**config.mk**
```make
export PLATFORM = sky130hd
export DESIGN_NAME = fetch_stage_flat
export DESIGN_NICKNAME = d
export VERILOG_FILES = /design/src/rtl/fetch_stage_if.sv /design/src/rtl/fetch_stage.sv /design/src/flat_wrapper.sv
export SDC_FILE = /design/constraint.sdc
export NUM_CORES = 1
export LEC_CHECK = 0
export BUFFER_PORTS_ARGS = -buffer_cell sky130_fd_sc_hd__buf_2
export CAP_MARGIN = 5
export CORE_MARGIN = 5
export CORE_UTILIZATION = 55
export CTS_CLUSTER_SIZE = 24
export DETAILED_ROUTE_END_ITERATION = 6
export PLACE_DENSITY_LB_ADDON = 0.15
export SLEW_MARGIN = 20
export SYNTH_ARGS = -nofsm -noshare
export SYNTH_HDL_FRONTEND = slang
export SYNTH_SLANG_ARGS = --single-unit
export TNS_END_PERCENT = 20
```
**constraint.sdc**
```tcl
create_clock -name clk -period 5.1 [get_ports clk]
set_clock_uncertainty 0.15 [all_clocks]
set_input_delay 0.255 -clock clk [delete_from_list [all_inputs] [get_ports clk]]
set_output_delay 0.255 -clock clk [all_outputs]
set_load 0.01 [all_outputs]
```
**src/rtl/fetch_stage_if.sv**
```systemverilog
// SRAM-like instruction port between fetch_stage (master) and instruction memory (slave).
interface fetch_stage_if;
    logic        inst_req;
    logic [31:0] inst_addr;
    logic        inst_addr_ok;

    modport master (output inst_req, output inst_addr, input inst_addr_ok);
    modport slave  (input inst_req, input inst_addr, output inst_addr_ok);
endinterface

```
**src/rtl/fetch_stage.sv**
```systemverilog
// Instruction-fetch stage: owns the PC, keeps at most one fetch in flight and hands
// {pc, cancel, exception} to decode. Define FETCH_PERF_CNT_EN to add perf counters.
module fetch_stage #(
    parameter logic [31:0] RESET_PC = 32'hbfc00000,
    parameter logic [4:0]  EXC_ADEL = 5'h04
) (
    input  logic          clk,
    input  logic          resetn,
    fetch_stage_if.master inst,
    input  logic          br_taken,
    input  logic [31:0]   br_target,
    input  logic          exc_redirect,
    input  logic [31:0]   exc_target,
    input  logic          ready_i,
    output logic          valid_o,
    output logic [31:0]   pc_o,
    output logic          cancelled_o,
    output logic          exc_o,
    output logic          exc_miss_o,
    output logic [4:0]    exccode_o
`ifdef FETCH_PERF_CNT_EN
    ,
    output logic [31:0]   perf_req_cnt,
    output logic [31:0]   perf_cancel_cnt
`endif
);

    typedef enum logic [1:0] {S_REQ, S_WAIT, S_ERR} state_e;

    state_e      state_q, state_d;
    logic [31:0] pc_q, pc_d;
    logic [31:0] bd_target_q, bd_target_d;
    logic        bd_pend_q, bd_pend_d;
    logic [31:0] redir_pc_q, redir_pc_d;
    logic        redir_q, redir_d;
    logic        valid_d, cancelled_d, exc_d;
    logic [31:0] pc_o_d;
    logic [4:0]  exccode_d;
    logic        aligned;
    logic        handshake;

    assign aligned           = (pc_q[1:0] == 2'b00);
    assign inst.inst_req     = resetn && (state_q == S_REQ) && aligned;
    assign inst.inst_addr    = pc_q;
    assign handshake         = inst.inst_req && inst.inst_addr_ok;
    assign exc_miss_o        = 1'b0;

    always_comb begin
        // NOTE: every target gets its hold value first, so no path through the case can infer a latch.
        state_d     = state_q;
        pc_d        = pc_q;
        bd_target_d = bd_target_q;
        bd_pend_d   = bd_pend_q;
        redir_pc_d  = redir_pc_q;
        redir_d     = redir_q;
        valid_d     = valid_o;
        pc_o_d      = pc_o;
        cancelled_d = cancelled_o;
        exc_d       = exc_o;
        exccode_d   = exccode_o;

        unique case (state_q)
            S_REQ: begin
                if (!aligned || handshake) begin
                    valid_d = 1'b1;
                    pc_o_d  = pc_q;
                    state_d = aligned ? S_WAIT : S_ERR;
                    if (!aligned) begin
                        exc_d     = 1'b1;
                        exccode_d = EXC_ADEL;
                    end
                    // A flush seen while the request was held, or right now, kills the new entry.
                    if (exc_redirect || redir_q) begin
                        cancelled_d = 1'b1;
                        pc_d        = exc_redirect ? exc_target : redir_pc_q;
                        redir_d     = 1'b0;
                    end
                end else if (exc_redirect) begin
                    // The bus request must stay stable, so park the new target until it is accepted.
                    redir_d    = 1'b1;
                    redir_pc_d = exc_target;
                end
            end
            S_WAIT, S_ERR: begin
                if (ready_i) begin
                    valid_d     = 1'b0;
                    cancelled_d = 1'b0;
                    exc_d       = 1'b0;
                    exccode_d   = '0;
                    state_d     = S_REQ;
                    // A cancelled entry already left pc pointing at the redirect target.
                    if (!cancelled_o) begin
                        pc_d      = bd_pend_q ? bd_target_q : pc_o + 32'd4;
                        bd_pend_d = 1'b0;
                        if (br_taken) begin
                            bd_target_d = br_target;
                            bd_pend_d   = 1'b1;
                        end
                    end
                end else if (exc_redirect) begin
                    cancelled_d = 1'b1;
                end
                if (exc_redirect) pc_d = exc_target;
            end
            default: state_d = S_REQ;
        endcase

        if (exc_redirect) bd_pend_d = 1'b0;
    end

    always_ff @(posedge clk or negedge resetn) begin
        if (!resetn) begin
            state_q     <= S_REQ;
            pc_q        <= RESET_PC;
            bd_target_q <= '0;
            bd_pend_q   <= 1'b0;
            redir_pc_q  <= '0;
            redir_q     <= 1'b0;
            valid_o     <= 1'b0;
            pc_o        <= '0;
            cancelled_o <= 1'b0;
            exc_o       <= 1'b0;
            exccode_o   <= '0;
        end else begin
            // NOTE: non-blocking assignments so every register samples the pre-edge values.
            state_q     <= state_d;
            pc_q        <= pc_d;
            bd_target_q <= bd_target_d;
            bd_pend_q   <= bd_pend_d;
            redir_pc_q  <= redir_pc_d;
            redir_q     <= redir_d;
            valid_o     <= valid_d;
            pc_o        <= pc_o_d;
            cancelled_o <= cancelled_d;
            exc_o       <= exc_d;
            exccode_o   <= exccode_d;
        end
    end

`ifdef FETCH_PERF_CNT_EN
    always_ff @(posedge clk or negedge resetn) begin
        if (!resetn) begin
            perf_req_cnt    <= '0;
            perf_cancel_cnt <= '0;
        end else begin
            if (handshake) perf_req_cnt <= perf_req_cnt + 32'd1;
            if (valid_o && cancelled_o && ready_i) perf_cancel_cnt <= perf_cancel_cnt + 32'd1;
        end
    end
`endif

endmodule

```
**src/flat_wrapper.sv**
```systemverilog
// flat-port wrapper written by rule: the top's interface ports become plain ports
module fetch_stage_flat 
#(
    parameter logic [31:0] RESET_PC = 32'hbfc00000,
    parameter logic [4:0]  EXC_ADEL = 5'h04
)
  (clk, resetn, br_taken, br_target, exc_redirect, exc_target, ready_i, valid_o, pc_o, cancelled_o, exc_o, exc_miss_o, exccode_o, inst_inst_req, inst_inst_addr, inst_inst_addr_ok);
  fetch_stage_if inst_i ();
  input  logic clk;
  input  logic resetn;
  input  logic br_taken;
  input  logic [31:0] br_target;
  input  logic exc_redirect;
  input  logic [31:0] exc_target;
  input  logic ready_i;
  output logic valid_o;
  output logic [31:0] pc_o;
  output logic cancelled_o;
  output logic exc_o;
  output logic exc_miss_o;
  output logic [4:0] exccode_o;
  output wire logic [$bits(inst_i.inst_req)-1:0] inst_inst_req;
  output wire logic [$bits(inst_i.inst_addr)-1:0] inst_inst_addr;
  input wire logic [$bits(inst_i.inst_addr_ok)-1:0] inst_inst_addr_ok;
  assign inst_inst_req = inst_i.inst_req;
  assign inst_inst_addr = inst_i.inst_addr;
  assign inst_i.inst_addr_ok = inst_inst_addr_ok;
  fetch_stage #(.RESET_PC(RESET_PC), .EXC_ADEL(EXC_ADEL)) u_core (.clk(clk), .resetn(resetn), .inst(inst_i), .br_taken(br_taken), .br_target(br_target), .exc_redirect(exc_redirect), .exc_target(exc_target), .ready_i(ready_i), .valid_o(valid_o), .pc_o(pc_o), .cancelled_o(cancelled_o), .exc_o(exc_o), .exc_miss_o(exc_miss_o), .exccode_o(exccode_o));
endmodule
```
==> impl_metrics.csv, run 1 <==
group,metric,value,unit
status,status,"completed",
power,ir_drop,390.6,µV
power,power_density,678.9,nW/µm²
placement,place.gp.congestion,0.8271,
floorplanning,boundaryPins,144,
clock_network,cts_sinks,135,
route,drt-met1-wl,7.964,mm
global_routing,grt_max_degree,72,
worst_setup_path,rrSetupSlack,1.96,ns
route,drc,0,
power,intPower,3.598,mW
finish,area_growth,30.55,%
global_routing,grt_overflow,0,
synth,synthesis.area,6574,µm²
clock_network,numCtsBuffers,17,
placement,io_buffer_count,138,
route,top_layer,"met4",
synth,synth_top_area_share,0.4796,
clock_network,clkLatencyLatePin,0.42,ns
synth,syn_area_per_cell,11.37,µm²
worst_setup_path,critPathArrivalTime,3.33,ns
power,switching_share,0.3825,
global_routing,grt_pass1_wl,29.64,mm
sta,final.setup.tns,0,ns
synth,ys_warn_count,0,
synth,ys_ff_latch,135,
worst_setup_path,worst_setup_path_start_kind,"register",
sta,slew_headroom,0.2704,
job,drv_cap,0,
power,pwr-share-seq,0.364,
sta,rsz0062_at_grt,"no",
route,viasPerCell,5.885,
finish,fin_area,8582,µm²
worst_setup_path,crit_start,"u_core.state_q[0]$_DFFE_PN0P_",
sta,finalSetupViolations,0,
synth,synth_top_family_by_area,"multiplexers",
floorplanning,chipWidth,119.3,µm
sta,hold_viol,0,
synth,synth_edf_count,0,
worst_setup_path,cp.required,5.28,ns
min_path,hold_path.class,"in -> reg",
sta,post-route-min-period,3.143,ns
global_routing,grt_usage,0.2659,
worst_setup_path,endpoint,"u_core.inst.inst_addr[17]$_DFFE_PN0P_",
route,wl,18.33,mm
global_routing,grt_pass1_vias,5529,
finish,nFillCells,846,
floorplanning,rows,40,
route,met3_wirelength,1.134,mm
finish,antennaDiodeCount,0,
floorplanning,core,11860,µm²
finish,drive_above_1_share,0.3702,
clock_network,clk_pin_slew,0.05,ns
sta,worst_slack,1.957,ns
finish,nets,845,
sta,worstMarginPinSlew,1.092,ns
sta,fin_crit_sh,0.6163,
clock_network,htreeDepth,4,
route,wl_per_cell,19.65,µm
worst_setup_path,crit_type,"reg -> reg",
route,first_pass_iters,5,
finish,layout_commonest_cell,"buf_2",
power,switching_power,2.229,mW
synth,synth_area_leaders,"dfrtp_1 48%, mux2_2 16%, dfstp_2 3.6%, nand2_1 2.3%, nor2_1 2.1%",
sta,fmax,318.1,MHz
floorplanning,die_y,119.3,µm
synth,synth_compound_area_frac,0.1275,
floorplanning,dieArea,14240,µm²
worst_setup_path,end_kind,"register",
synth,ys_types,55,
power,leakage,3.807,nW
route,drt_iter0_markers,366,
power,power_frac_comb,0.427,
clock_network,cts-root-buf,"clkbuf_16",
worst_setup_path,r2r-start,"u_core.state_q[0]$_DFFE_PN0P_",
worst_setup_path,r2r_cells,8,
finish,final_cell_mix,"137 x buf_2, 126 x dfrtp_1, 95 x mux2_2",
synth,synth_xor_area_frac,0.02931,
synth,ys_seq_area_frac,0.5156,
clock_network,postCtsSetupRepairBufs,0,
clock_network,cts_max_path_buffers,2,
synth,synth.area.mux_share,0.1825,
route,vias,5491,
route,wl_met2,8.919,mm
worst_setup_path,worstPathMaxFanout,24,
placement,post_dp_cell_area,7345,µm²
synth,synth_fa_ha_area_frac,0.003807,
synth,syn_inst,578,
placement,post-dp-hpwl,12.09,mm
route,antenna_left,0,
worst_setup_path,r2r_end,"u_core.inst.inst_addr[17]$_DFFE_PN0P_",
clock_network,cts_tree,"built",
synth,synth-simple-area-share,0.1051,
global_routing,antenna_found_initial,0,
synth,async_reset_ff_frac,1.000,
synth,synthFlopType,"dfrtp_1",
synth,post-synth-top-area-cell,"dfrtp_1",
placement,pre_cts_ws,2.076,ns
power,pwr-share-clk,0.208,
min_path,min_path_cells,3,
sta,final_max_slew_viol_count,0,
floorplanning,start_util,0.5542,
## cell usage after synthesis, drive strengths merged (5+ instances only)
cell type,instances
dfrtp,126
mux2,95
nand2,40
nor2,37
buf,26
nand3,26
o21ai,24
a21oi,19
xor2,15
a221oi,13
mux2i,13
clkbuf,12
a22o,11
nor3,11
inv,10
o22ai,10
dfstp,9
nand4,9
o211ai,7
xnor2,7
a22oi,6
a211oi,5
a31o,5
nor4,5
## power by group through the flow
stage	combinational, mW	clock [mW]	sequential [mW]
after floorplan	1.65	0	2.10
after global placement	2.36	0	2.11
after detailed placement	2.44	0	2.12
after CTS	2.50	1.23	2.11
after global routing	2.73	1.28	2.18
final	2.49	1.21	2.12
## worst max-delay path: stages, from the launching register on
cell and delay, ns:
dfrtp_1 0.35, inv_1 0.05, ha_1 0.28, buf_4 0.30, inv_1 0.27, nor2_1 0.39, and4_1 0.62, nand2_1 0.35
o211ai_1 0.28
## registers in the layout, indices dropped and copies added, names as in the netlist
signal and cells:
u_core.cancelled_o 1, u_core.state_q 2, u_core.inst.inst_addr 32, u_core.bd_target_q 32, u_core.pc_o 32, u_core.bd_pend_q 1, u_core.valid_o 1, u_core.exccode_o 1
u_core.redir_q 1, u_core.redir_pc_q 32
## logic make-up (layout without fill, tap and decap cells)
group                    Yosys count  in the layout
multiplexers                     108            108
adder cells (fa/ha/maj)            2              2
XOR/XNOR                          22             22
other                              1              5
AND/OR/NAND/NOR                  142            142
AO/OA/AOI/OAI                    120            120
flip-flops                       135            135
buffers and inverters             48            252
## layer usage
layer | global-route usage | up-vias
met1 | 0.3541 | 2750
li1 | - | 2514
met2 | 0.4235 | 202
met3 | 0.07170 | 25
met5 | 0 | -
met4 | 0.08948 | 0
## metrics by stage
step | total power [mW] | utilization | instances | hold WS [ns]
after detailed placement | 4.566 | 0.6192 | 836 | 0.1494
after global routing | 6.193 | 0.7235 | 933 | 0.03512
after floorplan | 3.744 | - | 582 | -0.1906
after global placement | 4.462 | 0.6192 | 836 | 0.1464
final | 5.826 | 0.7235 | 933 | 0.05270
after CTS | 5.840 | 0.7235 | 933 | 0.02862
## worst min-delay path by stage
stage,from,endpoint
after floorplan,resetn,u_core.bd_pend_q$_DFFE_PN0P_
after global placement,resetn,u_core.redir_pc_q[0]$_DFFE_PN0N_
after detailed placement,resetn,u_core.bd_target_q[11]$_DFFE_PN0P_
after CTS,ready_i,u_core.valid_o$_DFFE_PN0P_
after global routing,ready_i,u_core.exccode_o[2]$_DFFE_PN0P_
final,ready_i,u_core.exccode_o[2]$_DFFE_PN0P_
## what timing repair did
item,CTS,global route
gates resized for setup,0,0
endpoints found under the hold margin,133,0
hold buffers,65,0
## final cells by class
cell class | instances | area (µm²) | area share
clock buffer | 24 | 491.7 | 0.05730
clock inverter | 8 | 95.09 | 0.01108
inverter | 10 | 37.54 | 0.004374
multi-input combinational | 399 | 2984 | 0.3477
sequential | 135 | 3390 | 0.3950
tap | 147 | 183.9 | 0.02143
timing repair buffer | 210 | 1400 | 0.1631
Power figures use the tool's default switching activity.
==> run 2: changes to the inputs <==
- CORE_UTILIZATION: 55 -> 49
- clock period: 5.1 -> 2.6 ns (I/O delays scaled with it)
==> run 2 against run 1 <==
Against the previous run:
- die area rose by 11%
- hold slack improved by 0.026 ns
- cell count rose by 5.5%
- flip-flop and latch count did not move
- largest cell class unchanged
- highest routed layer unchanged
==> impl_metrics.csv, run 2 (synthesis results as in run 1) <==
group,metric,value,unit
status,status,"completed",
worst_setup_path,cp.required,2.79,ns
global_routing,antenna_found_initial,0,
finish,drive_above_1_share,0.3849,
route,drc,0,
power,pwr-share-seq,0.339,
power,pwr-share-clk,0.237,
sta,finalSetupViolations,0,
global_routing,use_met3,0.05970,
worst_setup_path,cpLargestDelayFamily,"compound AO/OA/AOI/OAI gates",
floorplanning,rows,42,
clock_network,cts_max_path_buffers,2,
power,intPower,7.763,mW
worst_setup_path,end_kind,"register",
worst_setup_path,critPathBufInv,2,
placement,io_buffer_count,138,
finish,final_cell_mix,"137 x buf_2, 126 x dfrtp_1, 95 x mux2_2",
route,antenna_left,0,
finish,nFillCells,989,
floorplanning,core,13190,µm²
worst_setup_path,cp_cell_sequence,"inv_1, ha_1, nand3_1, o21ai_0, a2111oi_1, buf_4, a41oi_1",
clock_network,cts-root-buf,"clkbuf_16",
power,switching_power,4.510,mW
global_routing,use_met2,0.4031,
route,wl,19.45,mm
placement,place.gp.congestion,0.8225,
power,power_density,1368,nW/µm²
finish,area_growth,36.47,%
finish,antennaDiodeCount,0,
clock_network,postCtsSetupRepairBufs,0,
worst_setup_path,crit_type,"reg -> reg",
clock_network,clkLatencyLatePin,0.43,ns
global_routing,grt_max_degree,68,
sta,worstMarginPinSlew,0.9059,ns
placement,pre_cts_ws,0.1681,ns
worst_setup_path,critPathSlowestCell,"a2111oi_1",
finish,layout_commonest_cell,"buf_2",
worst_setup_path,critPathMaxStageDelay,0.57,ns
floorplanning,die_y,125.8,µm
global_routing,use_met1,0.3355,
sta,worst_slack,0.2646,ns
route,drt_iter0_markers,415,
route,viasPerCell,5.745,
worst_setup_path,critPathArrivalTime,2.52,ns
sta,final.setup.tns,0,ns
floorplanning,boundaryPins,144,
route,first_pass_iters,5,
floorplanning,dieArea,15830,µm²
clock_network,cts_tree,"built",
placement,post-dp-hpwl,13.24,mm
power,leakage,3.986,nW
sta,fmax,428.2,MHz
floorplanning,chipWidth,125.8,µm
power,ir_drop,774.6,µV
sta,fin_crit_sh,0.8982,
power,power,12.27,mW
route,vias,5653,
finish,fin_area,8971,µm²
sta,hold_viol,0,
sta,final_max_slew_viol_count,0,
placement,post_dp_cell_area,7546,µm²
global_routing,grt_pass1_wl,31.30,mm
min_path,hold_path.class,"in -> async",
power,switching_share,0.3675,
finish,nets,867,
global_routing,grt_overflow,0,
worst_setup_path,worst_setup_path_start_kind,"register",
sta,slew_headroom,0.3961,
clock_network,htreeDepth,4,
clock_network,clk_pin_slew,0.07,ns
clock_network,cts_sinks,135,
power,power_frac_comb,0.424,
worst_setup_path,worstPathMaxFanout,16,
sta,rsz0062_at_grt,"no",
job,drv_cap,0,
global_routing,grt_usage,0.2508,
global_routing,grt_busiest_layer,"met2",
clock_network,numCtsBuffers,17,
global_routing,grt_pass1_vias,5818,
sta,post-route-min-period,2.335,ns
route,wl_per_cell,19.77,µm
floorplanning,start_util,0.4984,
[run 2: changes by cell type in the layout (fill, tap and decap cells not counted), sizes merged]
cell / previous run / this run
dlygate4sd3: 65 / 69
clkbuf: 24 / 21
bufinv: 2 / 7
clkinv: 4 / 2
buf: 145 / 163
[run 2: cell type report]
cell class	instances	area, µm²	area share
clock inverters	11	242.7	0.02706
repair buffers	232	1625	0.1812
clock buffers	21	470.5	0.05244
flip-flops and latches	135	3390	0.3778
inverters	10	37.54	0.004184
multi-input cells	399	2985	0.3328
well taps	176	220.2	0.02455
[run 2: worst paths after layout]
path                                                              end  depth (start not counted)  slack (ns)                                   from
worst max-delay path            u_core.inst.inst_addr[22]$_DFFE_PN1P_                          7        0.26          u_core.state_q[0]$_DFFE_PN0P_
min in group clk                         u_core.bd_pend_q$_DFFE_PN0P_                          3        0.17                               br_taken
worst min register to register  u_core.inst.inst_addr[12]$_DFFE_PN0P_                          2        0.34  u_core.inst.inst_addr[12]$_DFFE_PN0P_
worst min-delay path                u_core.bd_target_q[7]$_DFFE_PN0P_                          3        0.08                                 resetn
max in group asynchronous           u_core.redir_pc_q[28]$_DFFE_PN0N_                          3        1.30                                 resetn
worst max register to register  u_core.inst.inst_addr[22]$_DFFE_PN1P_                          7        0.26          u_core.state_q[0]$_DFFE_PN0P_
[run 2: tightest hold or removal path, cell delays in order]
cell	delay, ns
dlygate4sd3_1	0.54
buf_6	0.14
buf_12	0.19
[run 2: metal layers]
layer / routed length [µm] / vias up
li1: - / 2564
met2: 9225 / 230
met3: 1340 / 43
met4: 450 / 0
met1: 8438 / 2816
met5: 0 / -
[run 2: timing repair]
| action | in CTS | in global routing |
|---|---|---|
| resized for setup | 0 | 1 |
| hold buffers | 70 | 0 |
| setup endpoints to repair | 0 | 3 |
| hold endpoints to repair | 169 | 0 |
[run 2: per-stage QoR]
step             util  std cells  hold WS [ns]
6_report       0.6801        984       0.07838
5_1_grt        0.6801        984        0.1015
4_1_cts        0.6800        984       0.06517
3_5_place_dp   0.5721        882       -0.1283
3_3_place_gp   0.5721        882       -0.1281
2_1_floorplan       -        582       -0.3156
[run 2: power by group through the flow]
stage	clock (mW)	sequential [mW]	combinational, mW
2_1_floorplan	0	4.11	3.23
3_3_place_gp	0	4.12	4.94
3_5_place_dp	0	4.16	5.07
4_1_cts	2.94	4.14	5.20
5_1_grt	3.03	4.28	5.69
6_report	2.91	4.16	5.20
==> run 3: changes to the inputs <==
- CORE_ASPECT_RATIO: default -> 0.7
==> run 3 against run 2 <==
Against the previous run:
- combinational power fell by 0.8%
- non-clock buffer count fell by 3
- setup slack got worse by 0.057 ns
- cell count fell by 1.3%
- global-route usage fell by 0.83 points
- die area rose by 0.23%
- routed wire length fell by 2.6%
- critical path depth rose by 1
- fmax fell by 2.4%
- clock power fell by 13%
- critical path type unchanged
- largest cell class unchanged
- highest routed layer unchanged
==> impl_metrics.csv, run 3 (synthesis results as in run 1) <==
group,metric,value,unit
worst_setup_path,r2r_cells,8,
clock_network,cts-root-buf,"clkbuf_16",
finish,drive_above_1_share,0.3826,
floorplanning,start_util,0.5004,
worst_setup_path,crit_type,"reg -> reg",
job,drv_cap,0,
power,ir_drop,626.9,µV
power,leakage,3.923,nW
finish,postLayoutCoreUtil,0.6710,
worst_setup_path,end_kind,"register",
worst_setup_path,cp.required,2.73,ns
worst_setup_path,critPathArrivalTime,2.52,ns
placement,post_dp_cell_area,7513,µm²
placement,pre_cts_ws,0.1693,ns
floorplanning,die_y,106.9,µm
global_routing,grt_usage,0.2426,
worst_setup_path,cpLargestDelayFamily,"compound AO/OA/AOI/OAI gates",
clock_network,clkLatencyLatePin,0.41,ns
floorplanning,core,13140,µm²
worst_setup_path,worst_setup_path_start_kind,"register",
clock_network,numCtsBuffers,17,
sta,whs,0.08791,ns
clock_network,cts_tree,"built",
worst_setup_path,worstPathMaxFanout,17,
route,wl,18.94,mm
worst_setup_path,critPathSlowestCell,"ha_1",
sta,fin_crit_sh,0.9201,
power,power_density,1344,nW/µm²
finish,fin_area,8816,µm²
sta,finalSetupViolations,0,
sta,final_max_slew_viol_count,0,
floorplanning,chipWidth,148.4,µm
route,antenna_left,0,
floorplanning,dieArea,15870,µm²
clock_network,cts_max_path_buffers,2,
route,wl_per_cell,19.51,µm
sta,hold_viol,0,
sta,final.setup.tns,0,ns
finish,final_cell_mix,"137 x buf_2, 126 x dfrtp_1, 95 x mux2_2",
sta,post-route-min-period,2.392,ns
sta,slew_headroom,0.4925,
finish,antennaDiodeCount,0,
finish,layout_commonest_cell,"buf_2",
clock_network,htreeDepth,4,
floorplanning,boundaryPins,144,
worst_setup_path,critPathBufInv,2,
sta,fmax,418.0,MHz
placement,post-dp-hpwl,12.94,mm
route,drt_iter0_markers,371,
global_routing,grt_pass1_wl,30.06,mm
floorplanning,rows,35,
global_routing,antenna_found_initial,0,
placement,place.gp.congestion,0.8178,
status,status,"completed",
route,first_pass_iters,5,
worst_setup_path,cp_cell_sequence,"inv_1, ha_1, nand2b_1, o21a_1, o221a_2, buf_12, mux2i_1, o211ai_1",
global_routing,grt_max_degree,138,
route,viasPerCell,5.681,
finish,area_growth,34.11,%
clock_network,clk_pin_slew,0.06,ns
global_routing,grt_overflow,0,
min_path,min_path_cells,4,
sta,rsz0062_at_grt,"no",
worst_setup_path,critPathMaxStageDelay,0.45,ns
route,vias,5516,
sta,worstMarginPinSlew,0.7613,ns
worst_setup_path,worst-path-stages,8,
clock_network,postCtsSetupRepairBufs,0,
route,drc,0,
clock_network,cts_sinks,135,
placement,io_buffer_count,138,
finish,nets,864,
sta,worst_slack,0.2078,ns
global_routing,grt_pass1_vias,5584,
min_path,hold_path.class,"in -> reg",
==> run 3: where the power goes <==
group	switching [mW]	total (mW)	internal [mW]	leakage [nW]
sequential	0.941	4.17	3.23	1.62
combinational	2.64	5.16	2.52	2.00
clock	0.881	2.52	1.63	0.299
total	4.46	11.8	7.38	3.92
==> run 3: final cells by class <==
type	instances	area [µm²]
repair buffers	229	1575
inverters	10	37.54
multi-input cells	399	2985
flip-flops and latches	135	3390
clock buffers	25	505.5
clock inverters	7	115.1
fillers	1015	4322
well taps	166	207.7
==> run 3: metal layers <==
layer / global-route usage / up-vias / routed length, µm
li1: - / 2552 / -
met1: 0.3471 / 2739 / 8944
met2: 0.3630 / 204 / 8480
met3: 0.06548 / 21 / 1294
met4: 0.07119 / 0 / 221
met5: 0 / - / 0
==> run 3: stage by stage <==
stage,cells,power [mW]
floorplan,582,7.344
global placement,871,9.016
detailed placement,871,9.205
CTS,971,11.84
finish,971,11.84
global route,971,12.56
==> run 3: worst paths after layout <==
| path | start | endpoint | slack (ns) |
|---|---|---|---|
| setup / recovery | u_core.state_q[0]$_DFFE_PN0P_ | u_core.inst.inst_addr[17]$_DFFE_PN0P_ | 0.21 |
| max in group asynchronous | resetn | u_core.bd_target_q[24]$_DFFE_PN0P_ | 1.47 |
| hold / removal | exc_redirect | u_core.inst.inst_addr[22]$_DFFE_PN1P_ | 0.09 |
| min in group asynchronous | resetn | u_core.exccode_o[2]$_DFFE_PN0P_ | 0.23 |
| hold reg to reg | u_core.inst.inst_addr[7]$_DFFE_PN0P_ | u_core.inst.inst_addr[7]$_DFFE_PN0P_ | 0.35 |
| setup reg to reg | u_core.state_q[0]$_DFFE_PN0P_ | u_core.inst.inst_addr[17]$_DFFE_PN0P_ | 0.21 |
==> run 3: tightest hold or removal path: cells and delay by family <==
family	cells	cell delay, ns
AOI/OAI and AO/OA	1	0.09
and+or+nand+nor	1	0.10
buffers and inverters	2	0.32
==> run 3: timing repair <==
| action | in CTS | in global routing |
|---|---|---|
| gates resized for setup | 0 | 1 |
| endpoints found under the setup margin | 0 | 7 |
| endpoints found under the hold margin | 225 | 0 |
| hold buffers | 68 | 0 |
